==> src/rtl/data_cache_pkg.sv <==
// -----------------------------------------------------------------------------
// data_cache_pkg
// Shared definitions for the direct-mapped, write-through data cache.
//   - state_e      : controller FSM states (IDLE, FILL, WRITE)
//   - OFFSET_WIDTH : byte-offset bits below the word index
//   - tag_width()  : tag width derived from address and index widths
// Optional feature macro used by the cache: DATA_CACHE_STATS_EN.
// -----------------------------------------------------------------------------
package data_cache_pkg;

    typedef enum logic [1:0] {
        IDLE  = 2'd0,
        FILL  = 2'd1,
        WRITE = 2'd2
    } state_e;

    localparam int OFFSET_WIDTH = 2;

    // Tag is everything above the set index and the byte offset.
    function automatic int tag_width(input int addr_w, input int index_w);
        return addr_w - index_w - OFFSET_WIDTH;
    endfunction

endpackage

==> src/rtl/data_cache_array.sv <==
// -----------------------------------------------------------------------------
// data_cache_array
// Valid/tag/data storage for a direct-mapped cache, one word per set.
// Read side is combinational (hit + data), write side is synchronous.
// Ports:
//   clk_i, rst_ni      : clock, async active-low reset (clears valid bits only)
//   rd_index_i/tag_i   : lookup set and tag
//   hit_o              : set valid and stored tag matches
//   rdata_o            : stored word of the looked-up set
//   we_i               : write enable (sets valid, writes tag and data)
//   wr_index_i/tag_i   : set and tag to write
//   wr_data_i          : word to write
// -----------------------------------------------------------------------------
module data_cache_array #(
    parameter int DATA_WIDTH  = 32,
    parameter int INDEX_WIDTH = 4,
    parameter int TAG_WIDTH   = 26
) (
    input  logic                   clk_i,
    input  logic                   rst_ni,
    input  logic [INDEX_WIDTH-1:0] rd_index_i,
    input  logic [TAG_WIDTH-1:0]   rd_tag_i,
    output logic                   hit_o,
    output logic [DATA_WIDTH-1:0]  rdata_o,
    input  logic                   we_i,
    input  logic [INDEX_WIDTH-1:0] wr_index_i,
    input  logic [TAG_WIDTH-1:0]   wr_tag_i,
    input  logic [DATA_WIDTH-1:0]  wr_data_i
);

    localparam int SETS = 2 ** INDEX_WIDTH;

    logic [SETS-1:0]       valid_q;
    logic [TAG_WIDTH-1:0]  tag_q  [SETS];
    logic [DATA_WIDTH-1:0] data_q [SETS];

    always_ff @(posedge clk_i or negedge rst_ni) begin
        if (!rst_ni) begin
            valid_q <= '0;
        end else if (we_i) begin
            valid_q[wr_index_i] <= 1'b1;
        end
    end

    // Tag and data are qualified by valid, so they need no reset.
    always_ff @(posedge clk_i) begin
        if (we_i) begin
            tag_q[wr_index_i]  <= wr_tag_i;
            data_q[wr_index_i] <= wr_data_i;
        end
    end

    assign hit_o   = valid_q[rd_index_i] && (tag_q[rd_index_i] == rd_tag_i);
    assign rdata_o = data_q[rd_index_i];

endmodule

==> src/rtl/data_cache.sv <==
// -----------------------------------------------------------------------------
// data_cache
// Direct-mapped, write-through, no-write-allocate data cache for the memory
// stage of a pipeline. Read hits return data combinationally with no stall;
// read misses and all stores stall the pipeline while a single backing-memory
// transaction is performed.
// Ports:
//   clk_i, rst_ni          : clock, async active-low reset
//   rd_en_i, wr_en_i       : load / store request (both high = store)
//   addr_i, data_i         : byte address, store data
//   data_o                 : load data (0 unless a load hits in IDLE)
//   stall_o                : freeze upstream pipeline registers
//   mem_req_o, mem_we_o    : backing-memory request / write flag
//   mem_addr_o, mem_wdata_o: word-aligned request address, write data
//   mem_rdata_i, mem_ack_i : read data and one-cycle completion pulse
//   state_o                : controller state (debug visibility)
//   hit_cnt_o, miss_cnt_o  : saturating read hit/miss counters, present only
//                            when DATA_CACHE_STATS_EN is defined
// Memory handshake: the cache raises mem_req_o with stable mem_we_o,
// mem_addr_o and mem_wdata_o and holds them until the cycle in which
// mem_ack_i is high; that cycle completes the transaction and the request
// drops on the following edge. mem_ack_i outside FILL/WRITE is ignored.
// -----------------------------------------------------------------------------
module data_cache
    import data_cache_pkg::*;
#(
    parameter int DATA_WIDTH  = 32,
    parameter int ADDR_WIDTH  = 32,
    parameter int INDEX_WIDTH = 4
) (
    input  logic                  clk_i,
    input  logic                  rst_ni,
    input  logic                  rd_en_i,
    input  logic                  wr_en_i,
    input  logic [ADDR_WIDTH-1:0] addr_i,
    input  logic [DATA_WIDTH-1:0] data_i,
    output logic [DATA_WIDTH-1:0] data_o,
    output logic                  stall_o,
    output logic                  mem_req_o,
    output logic                  mem_we_o,
    output logic [ADDR_WIDTH-1:0] mem_addr_o,
    output logic [DATA_WIDTH-1:0] mem_wdata_o,
    input  logic [DATA_WIDTH-1:0] mem_rdata_i,
    input  logic                  mem_ack_i,
    output logic [1:0]            state_o
`ifdef DATA_CACHE_STATS_EN
    ,
    output logic [31:0]           hit_cnt_o,
    output logic [31:0]           miss_cnt_o
`endif
);

    localparam int TAG_WIDTH = tag_width(ADDR_WIDTH, INDEX_WIDTH);

    state_e                  state_q;
    logic                    done_q;
    logic                    mem_req_q;
    logic                    mem_we_q;
    logic [ADDR_WIDTH-1:0]   mem_addr_q;
    logic [DATA_WIDTH-1:0]   mem_wdata_q;

    logic [INDEX_WIDTH-1:0]  index;
    logic [TAG_WIDTH-1:0]    tag;
    logic [ADDR_WIDTH-1:0]   word_addr;
    logic                    hit;
    logic [DATA_WIDTH-1:0]   line_data;
    logic                    arr_we;
    logic [DATA_WIDTH-1:0]   arr_wdata;
    logic                    load;

    assign index     = addr_i[INDEX_WIDTH+1:OFFSET_WIDTH];
    assign tag       = addr_i[ADDR_WIDTH-1:INDEX_WIDTH+OFFSET_WIDTH];
    assign word_addr = addr_i & ~ADDR_WIDTH'(3);
    assign load      = rd_en_i && !wr_en_i;

    // Fills always write the line; stores only refresh a line already present.
    assign arr_we    = mem_ack_i && ((state_q == FILL) || ((state_q == WRITE) && hit));
    assign arr_wdata = (state_q == FILL) ? mem_rdata_i : data_i;

    data_cache_array #(
        .DATA_WIDTH  (DATA_WIDTH),
        .INDEX_WIDTH (INDEX_WIDTH),
        .TAG_WIDTH   (TAG_WIDTH)
    ) u_array (
        .clk_i      (clk_i),
        .rst_ni     (rst_ni),
        .rd_index_i (index),
        .rd_tag_i   (tag),
        .hit_o      (hit),
        .rdata_o    (line_data),
        .we_i       (arr_we),
        .wr_index_i (index),
        .wr_tag_i   (tag),
        .wr_data_i  (arr_wdata)
    );

    // done_q marks the cycle right after a transaction completes. The stalled
    // instruction is still presented on the inputs in that cycle, so it must
    // be allowed to retire without starting a second transaction.
    always_ff @(posedge clk_i or negedge rst_ni) begin
        if (!rst_ni) begin
            state_q     <= IDLE;
            done_q      <= 1'b0;
            mem_req_q   <= 1'b0;
            mem_we_q    <= 1'b0;
            mem_addr_q  <= '0;
            mem_wdata_q <= '0;
        end else begin
            case (state_q)
                IDLE: begin
                    done_q <= 1'b0;
                    if (!done_q) begin
                        if (wr_en_i) begin
                            state_q     <= WRITE;
                            mem_req_q   <= 1'b1;
                            mem_we_q    <= 1'b1;
                            mem_addr_q  <= word_addr;
                            mem_wdata_q <= data_i;
                        end else if (rd_en_i && !hit) begin
                            state_q    <= FILL;
                            mem_req_q  <= 1'b1;
                            mem_we_q   <= 1'b0;
                            mem_addr_q <= word_addr;
                        end
                    end
                end
                FILL, WRITE: begin
                    if (mem_ack_i) begin
                        state_q   <= IDLE;
                        done_q    <= 1'b1;
                        mem_req_q <= 1'b0;
                        mem_we_q  <= 1'b0;
                    end
                end
                default: begin
                    state_q   <= IDLE;
                    mem_req_q <= 1'b0;
                    mem_we_q  <= 1'b0;
                end
            endcase
        end
    end

    // Stall and load data are combinational so a miss stalls in the same
    // cycle and a hit costs no cycles; both are forced low while in reset.
    always_comb begin
        stall_o = 1'b0;
        data_o  = '0;
        if (rst_ni) begin
            if (state_q == IDLE) begin
                stall_o = !done_q && (wr_en_i || (rd_en_i && !hit));
                if (load && hit) begin
                    data_o = line_data;
                end
            end else begin
                stall_o = 1'b1;
            end
        end
    end

    assign mem_req_o   = mem_req_q;
    assign mem_we_o    = mem_we_q;
    assign mem_addr_o  = mem_addr_q;
    assign mem_wdata_o = mem_wdata_q;
    assign state_o     = state_q;

`ifdef DATA_CACHE_STATS_EN
    logic [31:0] hit_cnt_q;
    logic [31:0] miss_cnt_q;
    logic        hit_evt;
    logic        miss_evt;

    // The retire cycle after a fill is the same load, not a new hit.
    assign hit_evt  = (state_q == IDLE) && !done_q && load && hit;
    assign miss_evt = (state_q == FILL) && mem_ack_i;

    always_ff @(posedge clk_i or negedge rst_ni) begin
        if (!rst_ni) begin
            hit_cnt_q  <= '0;
            miss_cnt_q <= '0;
        end else begin
            if (hit_evt && (hit_cnt_q != '1)) begin
                hit_cnt_q <= hit_cnt_q + 32'd1;
            end
            if (miss_evt && (miss_cnt_q != '1)) begin
                miss_cnt_q <= miss_cnt_q + 32'd1;
            end
        end
    end

    assign hit_cnt_o  = hit_cnt_q;
    assign miss_cnt_o = miss_cnt_q;
`endif

endmodule

==> config.mk <==
export PLATFORM = sky130hd
export DESIGN_NAME = data_cache
export DESIGN_NICKNAME = d
export VERILOG_FILES = /design/src/rtl/data_cache_pkg.sv /design/src/rtl/data_cache_array.sv /design/src/rtl/data_cache.sv
export SDC_FILE = /design/constraint.sdc
export NUM_CORES = 1
export LEC_CHECK = 0
export ABC_CLOCK_PERIOD_IN_PS = 6000
export BUFFER_PORTS_ARGS = -buffer_cell sky130_fd_sc_hd__buf_2
export CAP_MARGIN = 20
export CORE_MARGIN = 1.5
export CORE_UTILIZATION = 30
export DETAILED_ROUTE_END_ITERATION = 6
export GPL_ROUTABILITY_DRIVEN = 0
export MAX_ROUTING_LAYER = met4
export PLACE_DENSITY = 0.53
export SLEW_MARGIN = 20
export SYNTH_ARGS = -nofsm -noshare
export SYNTH_HDL_FRONTEND = slang
export SYNTH_SLANG_ARGS = --single-unit
==> constraint.sdc <==
create_clock -name clk_i -period 6 [get_ports clk_i]
set_input_delay 0.9 -clock clk_i [delete_from_list [all_inputs] [get_ports clk_i]]
set_output_delay 0.9 -clock clk_i [all_outputs]
set_load 0.02 [all_outputs]
Yosys cells after proc, flatten, opt, wreduce, memory -nomap -nowiden

Memory sizes are Yosys's and may differ from the RTL's.
Cells that the tools add are included.

Reduce and logical (&&, ||, !) cells: 21
Multiplexer cells: 30
Bitwise logic cells: 2
Eq/ne operators: 6
Order comparisons: 2

Operator list:

| cell                                                                          | count |
|---|---|
| 32-bit two-way mux                                                            | 6 |
| 26-bit equality test                                                          | 1 |
| 16-bit OR                                                                     | 1 |
| 1-bit two-way mux                                                             | 14 |
| 3-bit AND reduction                                                           | 3 |
| 1-bit logical AND                                                             | 8 |
| 2-bit two-way mux                                                             | 4 |
| 1-bit one-hot mux with 2 select lines                                         | 3 |
| 4-bit by 5-bit less-than comparator with 1-bit output (second input constant) | 1 |
| 1-bit binary-select mux with 4-bit select                                     | 1 |
| 1-bit demux with 4-bit select                                                 | 1 |
| 4-bit by 1-bit >= comparator with 1-bit output (second input constant)        | 1 |
| 2-bit inequality test (second input constant)                                 | 2 |
| 2-bit one-hot mux with 2 select lines                                         | 1 |
| 2-bit nonzero test                                                            | 2 |
| 1-bit zero test                                                               | 3 |
| 3-bit inequality test (second input constant)                                 | 1 |
| 2-bit by 1-bit equality test with 1-bit output (second input constant)        | 1 |
| 2-bit equality test (second input constant)                                   | 1 |
| 2-bit zero test                                                               | 1 |
| 1-bit logical OR                                                              | 2 |
| 2-bit AND reduction                                                           | 1 |
| 2-bit OR reduction                                                            | 1 |
| 1-bit inverter                                                                | 1 |

Input port bits: 101
Output and inout bits: 101
Memory bits (writable): 928
Memories: 2
Flip-flop bits (word level): 85
Word-level logic and storage cells: 70

Memories:

| name           | depth | bits a word | read ports | clocked after memory_dff | wr ports | RTL line               | text |
|---|---|---|---|---|---|---|---|
| u_array.data_q | 16    | 32          | 1          | 0                        | 1        | data_cache_array.sv:35 | `logic [DATA_WIDTH-1:0] data_q [SETS];` |
| u_array.tag_q  | 16    | 26          | 1          | 0                        | 1        | data_cache_array.sv:34 | `logic [TAG_WIDTH-1:0] tag_q [SETS];` |

Depth between registers and ports, before layout

Depth after elaboration: 9
Depth in mapped cells: 13
Mapped depth without buffers: 8

Modules after synthesis

From an unflattened synthesis, not the netlist that was laid out.

Cells, all modules: 1797
Area, all modules: 39770.6 um2

Modules (own cells, without submodules):

| module           | area an instance (um2) | times used | cells an instance | sequential area each (um2) |
|---|---|---|---|---|
| data_cache_array | 36521.3                | 1          | 1558              | 28267.1 |
| data_cache       | 3249.4                 | 1          | 239               | 1651.6 |

Least setup slack after synthesis

Ideal clock, no wire load.

Path type: input to register
Start: input port addr_i[2]
End: memory u_array.data_q[4][0] (enable)
Path buffers: 2
Slack: -0.369 ns
Stages on the path: 10
Setup time: 0.474 ns
Data arrival time: 5.895 ns
Required time: 5.526 ns
Path through: buf_2 > mux4_2 > mux2i_1 > xor2_1 > nand2_1 > o32a_1 > or4b_4 > o31a_1 > buf_6 > nor2_1

Word-level cells in the longest chain between the ends: 8
Elaborated cells between the ends (all ways): 10
Classes of those cells: eq/ne (1); mux (4); reduce/logical (4); memory (1)

RTL lines:

| item                                                                                        | RTL line               | text |
|---|---|---|
| from (decl)                                                                                 | data_cache.sv:35       | `input logic [ADDR_WIDTH-1:0] addr_i,` |
| memory read 16 x 26 bit / 1-bit binary-select mux with 4-bit select (equally long branches) | n/a                    |  |
| 26-bit equality test / 1-bit two-way mux (equally long branches)                            | data_cache_array.sv:53 | `assign hit_o = valid_q[rd_index_i] && (tag_q[rd_index_i] == rd_tag_i);` |
| 1-bit logical AND                                                                           | data_cache_array.sv:53 |  |
| 1-bit logical AND                                                                           | data_cache.sv:77       | `assign arr_we = mem_ack_i && ((state_q == FILL) \|\| ((state_q == WRITE) && hit));` |
| 1-bit logical OR                                                                            | data_cache.sv:77       |  |
| 1-bit logical AND                                                                           | data_cache.sv:77       |  |
| 1-bit two-way mux                                                                           | data_cache_array.sv:47 | `if (we_i) begin` |
| 1-bit two-way mux (not written as such)                                                     | data_cache_array.sv:49 | `data_q[wr_index_i] <= wr_data_i;` |
| to (decl)                                                                                   | data_cache_array.sv:35 |  |

Parallel ways exist; a longest one is shown, timed or not. The select of a mux whose other input is x is not followed.

Worst setup path after layout

Start: input port addr_i[2]
End: output port stall_o

Word-level cells in the longest chain between the ends: 9
Elaborated cells between the ends (all ways): 11
Classes of those cells: eq/ne (1); mux (4); reduce/logical (5); memory (1)

RTL lines:

| item                                                                                        | RTL line               | text |
|---|---|---|
| memory read 16 x 26 bit / 1-bit binary-select mux with 4-bit select (equally long branches) | n/a                    |  |
| 26-bit equality test / 1-bit two-way mux (equally long branches)                            | data_cache_array.sv:53 |  |
| 1-bit logical AND (*)                                                                       | data_cache_array.sv:53 |  |
| 1-bit zero test (*)                                                                         | data_cache.sv:151      | `stall_o = !done_q && (wr_en_i \|\| (rd_en_i && !hit));` |
| 1-bit logical AND (*)                                                                       | data_cache.sv:151      |  |
| 1-bit logical OR (*)                                                                        | data_cache.sv:151      |  |
| 1-bit logical AND (*)                                                                       | data_cache.sv:151      |  |
| 1-bit two-way mux (*)                                                                       | data_cache.sv:150      | `if (state_q == IDLE) begin` |
| 1-bit two-way mux (*)                                                                       | data_cache.sv:149      | `if (rst_ni) begin` |
| to (decl)                                                                                   | data_cache.sv:38       | `output logic stall_o,` |

Mark *: on every way between the ends. The rest lies on a longest branch, timed or not. The select of a mux whose other input is x is not followed.

==> impl_metrics.prom <==
# TYPE chip_impl_metric gauge
chip_impl_metric{name="critical_path.max_fanout",unit=""} 39
chip_impl_metric{name="initial_utilization",unit="%"} 30.3
chip_impl_info{name="synthFlopType",value="sky130_fd_sc_hd__edfxtp_1"} 1
chip_impl_metric{name="synthesis.yosys.warnings",unit=""} 0
chip_impl_metric{name="final.setup_skew",unit="ns"} 0.0310
chip_impl_metric{name="switching_power",unit="mW"} 4.24
chip_impl_metric{name="fp-row-count",unit=""} 133
chip_impl_metric{name="wl",unit="um"} 100000
chip_impl_metric{name="totalNegativeSetupSlack",unit="ns"} 0
chip_impl_metric{name="post-route-min-period",unit="ns"} 5.64
chip_impl_metric{name="dieHeight",unit="um"} 367
chip_impl_info{name="criticalPathCategory",value="primary input to primary output"} 1
chip_impl_metric{name="cts_made_buffers",unit=""} 107
chip_impl_metric{name="grt_start_max_net_pins",unit=""} 105
chip_impl_metric{name="antenna_violating_nets_post_route",unit=""} 0
chip_impl_metric{name="cts_setup_buffers",unit=""} 0
chip_impl_metric{name="hpwl",unit="um"} 56400
chip_impl_metric{name="drtPass1Iterations",unit=""} 5
chip_impl_metric{name="synth-async-reset-ratio",unit="%"} 8.12
chip_impl_metric{name="yosys_register_bits",unit=""} 1010
chip_impl_metric{name="num-nets-final",unit=""} 2233
chip_impl_metric{name="worstPathRequired",unit="ns"} 5.10
chip_impl_metric{name="antenna_cell_count",unit=""} 0
chip_impl_metric{name="p_clk_share",unit="%"} 37.9
chip_impl_metric{name="floorplan.die.width",unit="um"} 367
chip_impl_metric{name="die-area",unit="sq mm"} 0.135
chip_impl_metric{name="syn_avg_cell_area",unit="sq um"} 21.6
chip_impl_metric{name="tightest_slew",unit="ns"} 0.943
chip_impl_metric{name="slew_viol_final",unit=""} 0
chip_impl_metric{name="port_buffers",unit=""} 197
chip_impl_metric{name="clock_tree.buffer_depth",unit=""} 3
chip_impl_info{name="status",value="finished clean"} 1
chip_impl_metric{name="power_density",unit="mW/mm^2"} 362
chip_impl_metric{name="dpl.cell_count",unit=""} 3775
chip_impl_info{name="tritoncts_clock_tree",value="yes"} 1
chip_impl_metric{name="numClockSinks",unit=""} 1010
chip_impl_metric{name="coreArea",unit="sq mm"} 0.132
chip_impl_metric{name="wl_per_cell",unit="um"} 25.3
chip_impl_metric{name="cts_htree_levels",unit=""} 3
chip_impl_metric{name="timing.slew.headroom",unit="%"} 37.2
chip_impl_metric{name="layout-drive-gt1-share",unit="%"} 36.2
chip_impl_metric{name="first_iter_violations",unit=""} 1826
chip_impl_metric{name="power.switching_fraction",unit="%"} 24.9
chip_impl_metric{name="worst_skew_pair.late_latency",unit="ns"} 0.72
chip_impl_metric{name="number_of_flops_mapped_to_enable_cells_by_yosys",unit=""} 928
chip_impl_metric{name="power_report.internal_total",unit="mW"} 12.8
chip_impl_metric{name="max_cap_violations",unit=""} 0
chip_impl_metric{name="power.share.combinational",unit="%"} 13.0
chip_impl_metric{name="finalHoldViolCount",unit=""} 0
chip_impl_metric{name="worst-endpoint-arrival",unit="ns"} 4.74
chip_impl_metric{name="post_synth_inst_count",unit=""} 1840
chip_impl_metric{name="total_leakage_power",unit="nW"} 15.4
chip_impl_metric{name="grt_antenna_before_repair",unit=""} 4
chip_impl_metric{name="final-setup-viol-count",unit=""} 0
chip_impl_metric{name="route.detailed.drc",unit=""} 0
chip_impl_metric{name="gr-usage-all-layers",unit="%"} 15.3
chip_impl_metric{name="mappedNetlistArea",unit="sq mm"} 0.0398
chip_impl_metric{name="syn2layout_area_growth",unit="%"} 18.2
chip_impl_metric{name="placement.setup.worst_slack",unit="ns"} 0.241
chip_impl_info{name="setup.worst_path.start_class",value="primary input"} 1
chip_impl_metric{name="route.vias.total",unit=""} 19400
chip_impl_metric{name="number_of_filler_cells_placed_in_the_layout",unit=""} 12000
chip_impl_metric{name="power.share.sequential",unit="%"} 49.1
chip_impl_metric{name="cts_hold_buf",unit=""} 0
chip_impl_metric{name="peakVddDrop",unit="uV"} 267
chip_impl_metric{name="ys_types",unit=""} 67
chip_impl_metric{name="global_route.overflow_total",unit=""} 0
chip_impl_info{name="holdCritPathClass",value="primary input to asynchronous set/reset pin"} 1
chip_impl_metric{name="cts_repair_resize_count",unit=""} 0
chip_impl_metric{name="synth_seq_area_share",unit="%"} 75.1
chip_impl_metric{name="totalPowerFinal",unit="mW"} 17.1
chip_impl_metric{name="clock.fmax",unit="MHz"} 177
chip_impl_info{name="rsz0062_at_grt",value="false"} 1
chip_impl_metric{name="boundaryPins",unit=""} 202
chip_impl_metric{name="routed_via_density",unit=""} 4.89
chip_impl_metric{name="clk_pin_slew_worst_paths",unit="ns"} 0.06
chip_impl_metric{name="fin_cells",unit=""} 3974
chip_impl_metric{name="timing.final.ws_setup",unit="ns"} 0.364
chip_impl_info{name="clock-root-buffer",value="sky130_fd_sc_hd__clkbuf_16"} 1
chip_impl_info{name="setup.worst_path.end_class",value="primary output"} 1
chip_impl_metric{name="finalCritPeriodShare",unit="%"} 93.9
chip_impl_metric{name="vias_in_the_first_global_route",unit=""} 20900
chip_impl_metric{name="grt_pass1_wl",unit="um"} 146000
==> final timing paths <==
check | depth (start not counted) | to | startpoint | slack (ns)
setup / recovery | 12 | stall_o | addr_i[2] | 0.36
min in group clk_i | 2 | mem_wdata_o[25] | data_i[25] | 0.43
max in group asynchronous | 3 | mem_wdata_o[8] | rst_ni | 4.38
setup reg to reg | 10 | u_array.tag_q[4][21] | u_array.tag_q[13][15] | 1.25
hold reg to reg | 1 | u_array.valid_q[12] | u_array.valid_q[12] | 0.47
hold / removal | 2 | mem_addr_o[22] | rst_ni | 0.36
==> kinds of logic (layout without fill, tap and decap cells) <==
| logic type | after synthesis | count (layout) | synth area share, % |
|---|---|---|---|
| other cells | 1 | 2 | 0.00942 |
| mux | 431 | 431 | 18.6 |
| buf+inv | 109 | 487 | 1.44 |
| fa+ha+maj | 3 | 3 | 0.0943 |
| xor+xnor | 28 | 28 | 0.616 |
| simple gates | 141 | 141 | 1.85 |
| flops | 1010 | 1010 | 75.1 |
| compound gates | 117 | 117 | 2.22 |
==> worst max-delay path, cell delays in order <==
cell	delay, ns
sky130_fd_sc_hd__buf_8	0.34
sky130_fd_sc_hd__buf_4	0.46
sky130_fd_sc_hd__nor2b_1	0.34
sky130_fd_sc_hd__buf_4	0.27
sky130_fd_sc_hd__a22oi_1	0.12
sky130_fd_sc_hd__and3_1	0.20
sky130_fd_sc_hd__o22ai_1	0.23
sky130_fd_sc_hd__a2bb2oi_1	0.66
sky130_fd_sc_hd__or3_1	0.31
sky130_fd_sc_hd__o21ai_0	0.14
sky130_fd_sc_hd__a211oi_1	0.45
sky130_fd_sc_hd__buf_2	0.26
==> layout make-up <==
type | count | area [sq um] | area share (%)
Timing Repair Buffer | 275 | 2000 | 4.25
Multi-Input combinational cell | 722 | 9470 | 20.1
Inverter | 13 | 50.0 | 0.106
Sequential cell | 1010 | 29900 | 63.6
Tap cell | 1755 | 2200 | 4.67
Clock buffer | 143 | 2880 | 6.13
Clock inverter | 56 | 551 | 1.17
==> registers in the layout (all words and copies together) (netlist names) <==
signal,count
mem_req_o,1
mem_wdata_o,32
u_array.data_q,512
u_array.valid_q,16
u_array.tag_q,416
done_q,1
state_o,2
mem_addr_o,30
==> placed cells by master (no fill, tap or decap), types with 5 or more instances in the layout <==
| cell | n |
|---|---|
| sky130_fd_sc_hd__buf_2 | 192 |
| sky130_fd_sc_hd__o22ai_1 | 9 |
| sky130_fd_sc_hd__buf_4 | 49 |
| sky130_fd_sc_hd__o221ai_1 | 5 |
| sky130_fd_sc_hd__a21oi_1 | 10 |
| sky130_fd_sc_hd__buf_12 | 32 |
| sky130_fd_sc_hd__edfxtp_1 | 928 |
| sky130_fd_sc_hd__clkbuf_8 | 5 |
| sky130_fd_sc_hd__nand2_1 | 30 |
| sky130_fd_sc_hd__clkinv_1 | 22 |
| sky130_fd_sc_hd__inv_1 | 11 |
| sky130_fd_sc_hd__o21ai_0 | 13 |
| sky130_fd_sc_hd__o21bai_1 | 14 |
| sky130_fd_sc_hd__xnor2_1 | 18 |
| sky130_fd_sc_hd__nor2_1 | 9 |
| sky130_fd_sc_hd__bufinv_16 | 8 |
| sky130_fd_sc_hd__nor2_4 | 16 |
| sky130_fd_sc_hd__dfrtp_1 | 82 |
| sky130_fd_sc_hd__clkinv_2 | 14 |
| sky130_fd_sc_hd__a221oi_1 | 5 |
| sky130_fd_sc_hd__nand3_1 | 11 |
| sky130_fd_sc_hd__nor3_1 | 7 |
| sky130_fd_sc_hd__nor2b_1 | 40 |
| sky130_fd_sc_hd__clkbuf_1 | 30 |
| sky130_fd_sc_hd__mux4_2 | 236 |
| sky130_fd_sc_hd__nand4_1 | 7 |
| sky130_fd_sc_hd__clkbuf_16 | 108 |
| sky130_fd_sc_hd__xor2_1 | 10 |
| sky130_fd_sc_hd__a22oi_1 | 19 |
| sky130_fd_sc_hd__mux2i_1 | 80 |
| sky130_fd_sc_hd__mux2_2 | 114 |
==> stage by stage <==
step / instance area (sq um) / utilization [%] / hold slack [ns]
after floorplan: 39800 / - / 0.436
after global placement: 43600 / 33.1 / 0.453
after detailed placement: 43600 / 33.1 / 0.457
after CTS: 47100 / 35.8 / 0.337
after global routing: 47100 / 35.8 / 0.381
final: 47100 / 35.8 / 0.357
==> cells in the mapped netlist (11+ instances only) <==
master,count,area share [%]
sky130_fd_sc_hd__dfrtp_1,82,5.2
sky130_fd_sc_hd__buf_1,23,0.22
sky130_fd_sc_hd__clkbuf_1,32,0.30
sky130_fd_sc_hd__mux2i_1,80,2.0
sky130_fd_sc_hd__a22oi_1,19,0.36
sky130_fd_sc_hd__nand3_1,12,0.15
sky130_fd_sc_hd__nor2_1,25,0.24
sky130_fd_sc_hd__buf_2,21,0.26
sky130_fd_sc_hd__nor2b_1,40,0.63
sky130_fd_sc_hd__inv_1,11,0.10
sky130_fd_sc_hd__edfxtp_1,928,70
sky130_fd_sc_hd__o21bai_1,14,0.26
sky130_fd_sc_hd__mux4_2,236,13
sky130_fd_sc_hd__mux2_2,114,3.2
sky130_fd_sc_hd__o21ai_0,13,0.16
sky130_fd_sc_hd__nand2_1,30,0.28
sky130_fd_sc_hd__xnor2_1,18,0.40
==> power groups by stage <==
stage	sequential (mW)	clock, mW	combinational [mW]
after CTS	8.37	6.61	2.27
after detailed placement	8.51	0	2.26
after global routing	8.41	6.89	2.39
after floorplan	8.78	0	1.13
after global placement	8.49	0	2.21
final	8.37	6.46	2.22
==> per-layer routing <==
| layer | part of all wire, % | GRT usage, % | wire (um) |
|---|---|---|---|
| met1 | 42 | 19.3 | 42200 |
| met2 | 50 | 25.2 | 50300 |
| met3 | 5.5 | 2.69 | 5550 |
| met4 | 2.4 | 4.66 | 2450 |
| met5 | 0 | - | 0 |
(Power assumes the default switching activity.)
